<file path="src/rtl/lsu_pkg.sv">
// rtl/lsu_pkg.sv - load/store size encodings, FSM states and defaults
package lsu_pkg;

  localparam logic [2:0] LS_B  = 3'b000;
  localparam logic [2:0] LS_H  = 3'b001;
  localparam logic [2:0] LS_W  = 3'b010;
  localparam logic [2:0] LS_BU = 3'b100;
  localparam logic [2:0] LS_HU = 3'b101;

  localparam int TIMEOUT_CYCLES_DEF = 64;

  typedef enum logic [1:0] {S_IDLE, S_REQ, S_WAIT, S_DONE} lsu_state_e;
  typedef enum logic [1:0] {SZ_B, SZ_H, SZ_W} lsu_size_e;

  // Unused encodings fall through to word access.
  function automatic lsu_size_e size_of(input logic [2:0] sel);
    case (sel)
      LS_B, LS_BU: size_of = SZ_B;
      LS_H, LS_HU: size_of = SZ_H;
      LS_W:        size_of = SZ_W;
      default:     size_of = SZ_W;
    endcase
  endfunction

endpackage

</file>
<file path="src/rtl/lsu_align.sv">
// rtl/lsu_align.sv - misalign check, byte enables, store lane replication, load extraction
module lsu_align
  import lsu_pkg::*;
(
  input  logic [2:0]  sel,
  input  logic [1:0]  off,
  input  logic [31:0] wdata,
  input  logic [31:0] rdata,
  output logic        misalign,
  output logic [3:0]  be,
  output logic [31:0] wdata_lane,
  output logic [31:0] rdata_ext
);

  lsu_size_e   size;
  logic [7:0]  byte_v;
  logic [15:0] half_v;

  always_comb begin
    size       = size_of(sel);
    byte_v     = rdata[{off, 3'b000} +: 8];
    half_v     = off[1] ? rdata[31:16] : rdata[15:0];
    misalign   = 1'b0;
    be         = 4'b1111;
    wdata_lane = wdata;
    rdata_ext  = rdata;
    case (size)
      SZ_B: begin
        be         = 4'b0001 << off;
        wdata_lane = {4{wdata[7:0]}};
        rdata_ext  = {{24{~sel[2] & byte_v[7]}}, byte_v};
      end
      SZ_H: begin
        misalign   = off[0];
        be         = 4'b0011 << {off[1], 1'b0};
        wdata_lane = {2{wdata[15:0]}};
        rdata_ext  = {{16{~sel[2] & half_v[15]}}, half_v};
      end
      default: misalign = |off;
    endcase
  end

endmodule

</file>
<file path="src/rtl/lsu_ctrl.sv">
// rtl/lsu_ctrl.sv - load/store bus sequencer; optional watchdog via LSU_TIMEOUT_EN
module lsu_ctrl
  import lsu_pkg::*;
#(
  parameter int TIMEOUT_CYCLES = TIMEOUT_CYCLES_DEF
) (
  input  logic        clk_i,
  input  logic        rst_ni,
  input  logic        mem_en_i,
  input  logic        memRW_i,
  input  logic [2:0]  ld_st_sel_i,
  input  logic [31:0] addr_i,
  input  logic [31:0] wdata_i,
  output logic        stall_o,
  output logic        done_o,
  output logic [31:0] rdata_o,
  output logic        misalign_o,
  output logic        bus_err_o,
  output logic        req_o,
  output logic        we_o,
  output logic [3:0]  be_o,
  output logic [31:0] addr_o,
  output logic [31:0] wdata_o,
  input  logic        gnt_i,
  input  logic        rvalid_i,
  input  logic [31:0] rdata_i
);

  lsu_state_e  state_q, state_d;
  logic        we_q, err_q, stall_d;
  logic [2:0]  sel_q;
  logic [1:0]  off_q;
  logic [3:0]  be_q;
  logic [31:0] addr_q, wdata_q, rdata_q;

  logic        idle, a_mis, accept, handshake, timeout;
  logic [2:0]  a_sel;
  logic [1:0]  a_off;
  logic [3:0]  a_be;
  logic [31:0] a_wdata, a_rdata;

  // In IDLE the aligner sees the live request; afterwards the latched one.
  assign idle  = (state_q == S_IDLE);
  assign a_sel = idle ? ld_st_sel_i : sel_q;
  assign a_off = idle ? addr_i[1:0] : off_q;

  lsu_align u_align (
    .sel        (a_sel),
    .off        (a_off),
    .wdata      (wdata_i),
    .rdata      (rdata_i),
    .misalign   (a_mis),
    .be         (a_be),
    .wdata_lane (a_wdata),
    .rdata_ext  (a_rdata)
  );

  assign accept    = idle && mem_en_i && !a_mis;
  assign handshake = (state_q == S_REQ && gnt_i) || (state_q == S_WAIT && rvalid_i);

`ifdef LSU_TIMEOUT_EN
  localparam int CW = $clog2(TIMEOUT_CYCLES + 1);
  logic [CW-1:0] cnt_q;
  logic          busy;

  assign busy    = (state_q == S_REQ) || (state_q == S_WAIT);
  assign timeout = busy && (cnt_q == CW'(TIMEOUT_CYCLES - 1));

  always_ff @(posedge clk_i) begin
    if (!rst_ni || accept) cnt_q <= '0;
    else if (busy)         cnt_q <= cnt_q + CW'(1);
  end
`else
  localparam int unused_timeout_cycles = TIMEOUT_CYCLES;
  assign timeout = 1'b0;
`endif

  always_comb begin
    state_d = state_q;
    stall_d = 1'b0;
    case (state_q)
      S_IDLE: if (accept) begin
        state_d = S_REQ;
        stall_d = 1'b1;
      end
      S_REQ: begin
        stall_d = 1'b1;
        if (gnt_i)        state_d = we_q ? S_DONE : S_WAIT;
        else if (timeout) state_d = S_DONE;
      end
      S_WAIT: begin
        stall_d = 1'b1;
        if (rvalid_i || timeout) state_d = S_DONE;
      end
      default: state_d = S_IDLE;
    endcase
  end

  always_ff @(posedge clk_i) begin
    if (!rst_ni) begin
      state_q <= S_IDLE;
      we_q    <= 1'b0;
      err_q   <= 1'b0;
      sel_q   <= '0;
      off_q   <= '0;
      be_q    <= '0;
      addr_q  <= '0;
      wdata_q <= '0;
      rdata_q <= '0;
    end else begin
      state_q <= state_d;
      if (accept) begin
        we_q    <= memRW_i;
        err_q   <= 1'b0;
        sel_q   <= ld_st_sel_i;
        off_q   <= addr_i[1:0];
        be_q    <= a_be;
        addr_q  <= {addr_i[31:2], 2'b00};
        wdata_q <= a_wdata;
      end
      if (state_q == S_WAIT && rvalid_i) begin
        rdata_q <= a_rdata;
      end else if (timeout && !handshake) begin
        rdata_q <= '0;
        err_q   <= 1'b1;
      end
    end
  end

  assign stall_o    = stall_d && rst_ni;
  assign misalign_o = idle && mem_en_i && a_mis && rst_ni;
  assign req_o      = (state_q == S_REQ);
  assign we_o       = req_o && we_q;
  assign be_o       = be_q;
  assign addr_o     = addr_q;
  assign wdata_o    = wdata_q;
  assign done_o     = (state_q == S_DONE);
  assign bus_err_o  = done_o && err_q;
  assign rdata_o    = rdata_q;

endmodule

</file>
<file path="config.mk">
export PLATFORM = sky130hd
export DESIGN_NAME = lsu_ctrl
export DESIGN_NICKNAME = d
export VERILOG_FILES = /design/src/rtl/lsu_pkg.sv /design/src/rtl/lsu_align.sv /design/src/rtl/lsu_ctrl.sv
export SDC_FILE = /design/constraint.sdc
export NUM_CORES = 1
export LEC_CHECK = 0
export BUFFER_PORTS_ARGS = -buffer_cell sky130_fd_sc_hd__buf_2
export CORE_AREA = 2 2 115 117
export DETAILED_ROUTE_END_ITERATION = 7
export DIE_AREA = 0 0 117 119
export PLACE_DENSITY = 0.71
export SLEW_MARGIN = 20
export SYNTH_ARGS = -nofsm -noshare
export SYNTH_HDL_FRONTEND = slang
export SYNTH_SLANG_ARGS = --single-unit
</file>
<file path="constraint.sdc">
create_clock -name clk_i -period 2.29 [get_ports clk_i]
set_input_delay 0.229 -clock clk_i [delete_from_list [all_inputs] [get_ports clk_i]]
set_output_delay 0.229 -clock clk_i [all_outputs]
set_load 0.01 [all_outputs]
</file>
# Word-level counts from Yosys, hierarchy flattened
# Index checks and enable logic that the tools add are counted.
[word_totals]
ff_bits = 106
inputBits = 105
[classes]
eq_ne = 10
shifts = 3
n_mux = 15
bitwise_logic = 3
reduce_logical = 16
[op_table]
columns = ["op", "n"]
rows = [
  ["32-bit one-hot mux with 2 select lines", 2],
  ["32-bit by 6-bit variable part select with 8-bit output", 1],
  ["16-bit 2-to-1 mux", 1],
  ["2-bit 2-to-1 mux", 4],
  ["4-bit one-hot mux with 2 select lines", 1],
  ["2-bit OR reduction", 4],
  ["1-bit logical AND", 7],
  ["3-bit == test, second input constant", 2],
  ["2-bit one-hot mux with 3 select lines", 1],
  ["2-bit by 1-bit == test with 1-bit output, second input constant", 2],
  ["2-bit == test, second input constant", 2],
  ["2-bit zero test", 2],
  ["2-bit by 1-bit inequality test with 1-bit output, second input constant", 2],
  ["1-bit one-hot mux with 2 select lines", 2],
  ["2-bit one-hot mux with 2 select lines", 1],
  ["1-bit by 2-bit << shifter with 4-bit output, first input constant", 1],
  ["2-bit by 2-bit << shifter with 4-bit output, first input constant", 1],
  ["3-bit by 1-bit == test with 1-bit output, second input constant", 1],
  ["3-bit zero test", 1],
  ["3-bit 2-to-1 mux", 1],
  ["3-bit AND reduction", 1],
  ["1-bit AND", 2],
  ["1-bit 2-to-1 mux", 2],
  ["2-bit inequality test, second input constant", 1],
  ["2 further kinds", 2],
]

# Depth between registers and ports, before layout
[depth]
ltp_word = 12
ltp_mapped = 10
ltp_nobuf = 7

# Cells and area by module
# From an unflattened synthesis, not the netlist that was laid out.
[hier_totals]
cells_unflattened = 679
area_unflattened_um2 = 5570.3
[by_module_without_submodules]
columns = ["mod", "n_inst", "cells_per_inst", "area_per_inst_um2"]
rows = [
  ["lsu_ctrl", 1, 487, 4295.4],
  ["lsu_align", 1, 192, 1275.0],
]

# Least setup slack after synthesis
# Ideal clock, no wire load.
[synth_timing]
path_type = "register to output"
from = "register state_q[0]"
to = "output stall_o"
t_arrival_ps = 2001
t_required_ps = 2061
slack_ps = 60
path_stages_with_launch = 11
n_path_buf = 3
cell_sequence = "dfxtp_1 -> inv_1 -> ha_1 -> buf_6 -> mux2_2 -> nor2_1 -> o211a_1 -> buf_2 -> buf_2 -> nor2_1 -> nor3b_1"
[synth_between]
elab_chain_cells = 12
elab_cells_between_ends = 23
[synth_rtl]
columns = ["element", "line_no", "text"]
rows = [
  ["start, declared", "lsu_ctrl.sv:29", "lsu_state_e state_q, state_d;"],
  ["start signal, assigned", "lsu_ctrl.sv:111", "state_q <= state_d;"],
  ["2-bit zero test", "lsu_ctrl.sv:43, lsu_ctrl.sv:81", ""],
  ["3-bit 2-to-1 mux", "lsu_ctrl.sv:44", "assign a_sel = idle ? ld_st_sel_i : sel_q;"],
  ["3-bit by 1-bit == test with 1-bit output (tied with other cells)", "lsu_pkg.sv:17", "case (sel)"],
  ["2-bit OR reduction", "lsu_pkg.sv:17", ""],
  ["2-bit one-hot mux with 2 select lines", "lsu_pkg.sv:17", ""],
  ["2-bit by 1-bit == test with 1-bit output / 2-bit zero test (equally long branches)", "lsu_align.sv:27", "case (size)"],
  ["1-bit one-hot mux with 2 select lines", "lsu_align.sv:27", ""],
  ["1-bit zero test", "lsu_ctrl.sv:58", "assign accept = idle && mem_en_i && !a_mis;"],
  ["1-bit logical AND", "lsu_ctrl.sv:58", ""],
  ["1-bit 2-to-1 mux", "lsu_ctrl.sv:82", "S_IDLE: if (accept) begin"],
  ["1-bit one-hot mux with 2 select lines *", "lsu_ctrl.sv:81", "case (state_q)"],
  ["1-bit logical AND *", "lsu_ctrl.sv:130", "assign stall_o = stall_d && rst_ni;"],
  ["end, declared", "lsu_ctrl.sv:14", "output logic stall_o,"],
]
# Mark *: on every way between the ends. The rest lies on a longest branch, timed or not.

# Worst setup path after layout
[layout_timing]
from = "register state_q[0]"
to = "output misalign_o"
[layout_between]
elab_chain_cells = 9
elab_cells_between_ends = 17
[layout_rtl]
columns = ["element", "line_no", "text"]
rows = [
  ["2-bit zero test *", "lsu_ctrl.sv:43", "assign idle = (state_q == S_IDLE);"],
  ["3-bit 2-to-1 mux", "lsu_ctrl.sv:44", ""],
  ["3-bit by 1-bit == test with 1-bit output (tied with other cells)", "lsu_pkg.sv:17", ""],
  ["2-bit OR reduction", "lsu_pkg.sv:17", ""],
  ["2-bit one-hot mux with 2 select lines", "lsu_pkg.sv:17", ""],
  ["2-bit by 1-bit == test with 1-bit output / 2-bit zero test (equally long branches)", "lsu_align.sv:27", ""],
  ["1-bit one-hot mux with 2 select lines", "lsu_align.sv:27", ""],
  ["1-bit logical AND * (2 in series)", "lsu_ctrl.sv:131", "assign misalign_o = idle && mem_en_i && a_mis && rst_ni;"],
  ["end, declared", "lsu_ctrl.sv:17", "output logic misalign_o,"],
]
# Marks and branches as above.

==> impl_metrics.py <==
metrics = {
    "timing": {
        "clock.fmax_mhz": 452,
        "period_minus_slack_ns": 2.21,
        "fin_setup_tns_ns": 0,
        "hold_slack_ns": 0.119,
        "period_share": 0.966,
        "fin_skew_ns": 0.0100,
        "setup-violations-final": 0,
        "maxSlewHeadroom": 0.534,
        "drv_slew": 0,
        "worst_slew_pin_slew_ns": 0.697,
        "finalHoldViolCount": 0,
        "rsz0062_at_grt": "yes",
    },
    "logic_synthesis": {
        "synth_area_per_cell_um2": 8.14,
        "synth_cell_types": 46,
        "syn_inst": 616,
        "async_reset_ff_frac": 0,
        "synth.top_cells.by_area": "dfxtp_1 (42%), nand2_1 (12%), a21boi_0 (6.6%)",
        "synth-seq-cells": 106,
        "syn-cell-area_um2": 5020,
        "ys.flop_type": "dfxtp_1",
        "synth_top_area_frac": 0.423,
        "post-synth-top-count-cell": "nand2_1",
        "ys_seq_area_frac": 0.423,
        "yosys.area.top_type": "dfxtp_1",
        "synth_edf_count": 0,
        "yosys-top-cells-count": "nand2_1 (162), dfxtp_1 (106), a21oi_1 (53)",
        "yosysWarnings": 0,
    },
    "cells_and_area": {
        "nNetsFinal": 925,
        "area_growth_pct": 34.0,
        "drive_gt1_frac": 0.350,
    },
    "critical_path": {
        "path_class": "reg2out",
        "endpoint_kind": "output port",
        "crit_fanout": 26,
        "cp.required_ns": 2.06,
        "arrival_ns": 1.98,
        "cp-start-kind": "flip-flop",
    },
    "global_routing": {
        "track_usage": 0.228,
        "grt_pass1_wl_um": 25000,
        "grt_pass1_vias": 4868,
        "antenna_found_initial": 1,
        "grt_max_degree": 52,
        "grt_overflow_total": 0,
    },
    "worst_hold_path": {
        "hold_path.class": "in2reg",
    },
    "detailed_routing": {
        "vias_per_cell": 5.32,
        "routedWlPerCell_um": 16.1,
        "post-route-drc-count": 0,
        "drt_iter0_drc": 361,
        "postRouteAntennaNets": 0,
        "vias": 5310,
        "wl_um": 16100,
        "dr.pass1.iters": 6,
    },
    "power_and_ir_drop": {
        "power_leakage_uw": 0.00321,
        "peakVddDrop_mv": 0.410,
        "powerDensity_nw_per_um2": 1110,
        "internal-power_uw": 4580,
        "p_comb_frac": 0.461,
        "p_clk_frac": 0.223,
        "p_sw_frac": 0.387,
        "seq_power_share": 0.316,
        "power_switching_uw": 2890,
    },
    "die": {
        "start_util": 0.390,
        "ios": 211,
        "core_um2": 12900,
        "dieHeight_um": 119,
        "dieArea_um2": 13900,
        "die_w_um": 117,
        "rows": 42,
    },
    "cts": {
        "insertion_delay_ns": 0.35,
        "cts-root-buf": "clkbuf_16",
        "path_clk_slew_ns": 0.07,
        "cts_max_level": 3,
        "clk_path_buf_depth": 2,
        "numCtsBuffers": 9,
        "tritoncts": "yes",
        "clkSinkCount": 106,
    },
    "outcome": {
        "outcome": "complete, no violations",
    },
    "placement": {
        "port_buffers": 207,
        "gp_congestion": 0.931,
        "dpl.hpwl_um": 11400,
    },
    "run": {
        "maxCapViolations": 0,
    },
}
[routing by layer]
metal	wire length (um)	global-route usage
met5	0	0
met4	537	0.101
met3	1430	0.0662
met2	7530	0.352
met1	6570	0.294
[sequential cells by signal, summed over array words and instances (netlist names)]
register / flops
we_q: 1
addr_o: 30
be_o: 4
sel_q: 3
rdata_o: 32
state_q: 2
off_q: 2
wdata_o: 32
[path summary, 6_finish.rpt]
kind	from	end	slack [ns]	cells after the start
setup / recovery	state_q[0]	misalign_o	0.08	8
hold / removal	addr_i[14]	addr_o[14]	0.12	3
setup reg to reg	state_q[1]	rdata_o[14]	0.13	9
hold reg to reg	addr_o[18]	addr_o[18]	0.46	2
[worst max-delay path, cell delays in order (launching register included)]
cell and delay [ns]:
dfxtp_2 0.33, inv_2 0.07, ha_4 0.18, buf_8 0.16, mux2_2 0.38, buf_6 0.19
a21oi_2 0.11, nor2_1 0.05, buf_2 0.14
[power by group through the flow]
stage | Clock, uW | Sequential (uW) | Combinational, uW
floorplan | 0 | 2530 | 1940
global placement | 0 | 2390 | 3250
detailed placement | 0 | 2390 | 3260
CTS | 1710 | 2360 | 3390
global route | 1780 | 2400 | 3760
finish | 1660 | 2360 | 3440
[what timing repair did]
action / 4_1_cts / 5_1_grt
buffers inserted: 2 / 1
hold buffers: 0 / 0
pin swaps: 1 / 2
resized for setup: 9 / 7
endpoints found under the setup margin: 2 / 26
endpoints found under the hold margin: 0 / 0
[cells by family after synthesis]
family,Yosys count,share of synthesized area
flops,106,0.423
other cells,1,0.000748
compound gates,202,0.287
fa+ha+maj,4,0.00998
mux,17,0.0357
simple gates,226,0.189
buf+inv,60,0.0546
[stage by stage]
| stage | util | cells | power [uW] | area [um^2] | worst slack [ns] |
|---|---|---|---|---|---|
| 2_1_floorplan | - | 618 | 4470 | 5020 | 0.0600 |
| 3_3_place_gp | 0.491 | 978 | 5640 | 6320 | 0.123 |
| 3_5_place_dp | 0.491 | 978 | 5650 | 6320 | 0.0726 |
| 4_1_cts | 0.520 | 996 | 7460 | 6690 | 0.00438 |
| 5_1_grt | 0.522 | 998 | 7950 | 6720 | -0.0355 |
| 6_report | 0.522 | 998 | 7470 | 6720 | 0.0788 |
[placed cells by master (no fill, tap or decap), drive strengths merged, types with 13 or more instances in the layout]
master | synthesis | layout
a21boi | 44 | 44
nand3 | 34 | 34
mux2i | 13 | 13
a21oi | 54 | 54
o211a | 19 | 19
o21ai | 28 | 28
nand2 | 163 | 163
o211ai | 17 | 17
buf | 24 | 241
dfxtp | 106 | 106
a221oi | 14 | 14
[layout make-up]
cell class                 instances  area [um^2]
antenna                            1         2.50
clock buffer                       9          225
clock inverter                     7         91.3
fill                            1291         6150
inverter                           6         22.5
multi-input combinational        452         2680
sequential                       106         2120
tap                              176          220
timing repair buffer             241         1360
(Power assumes the default switching activity.)
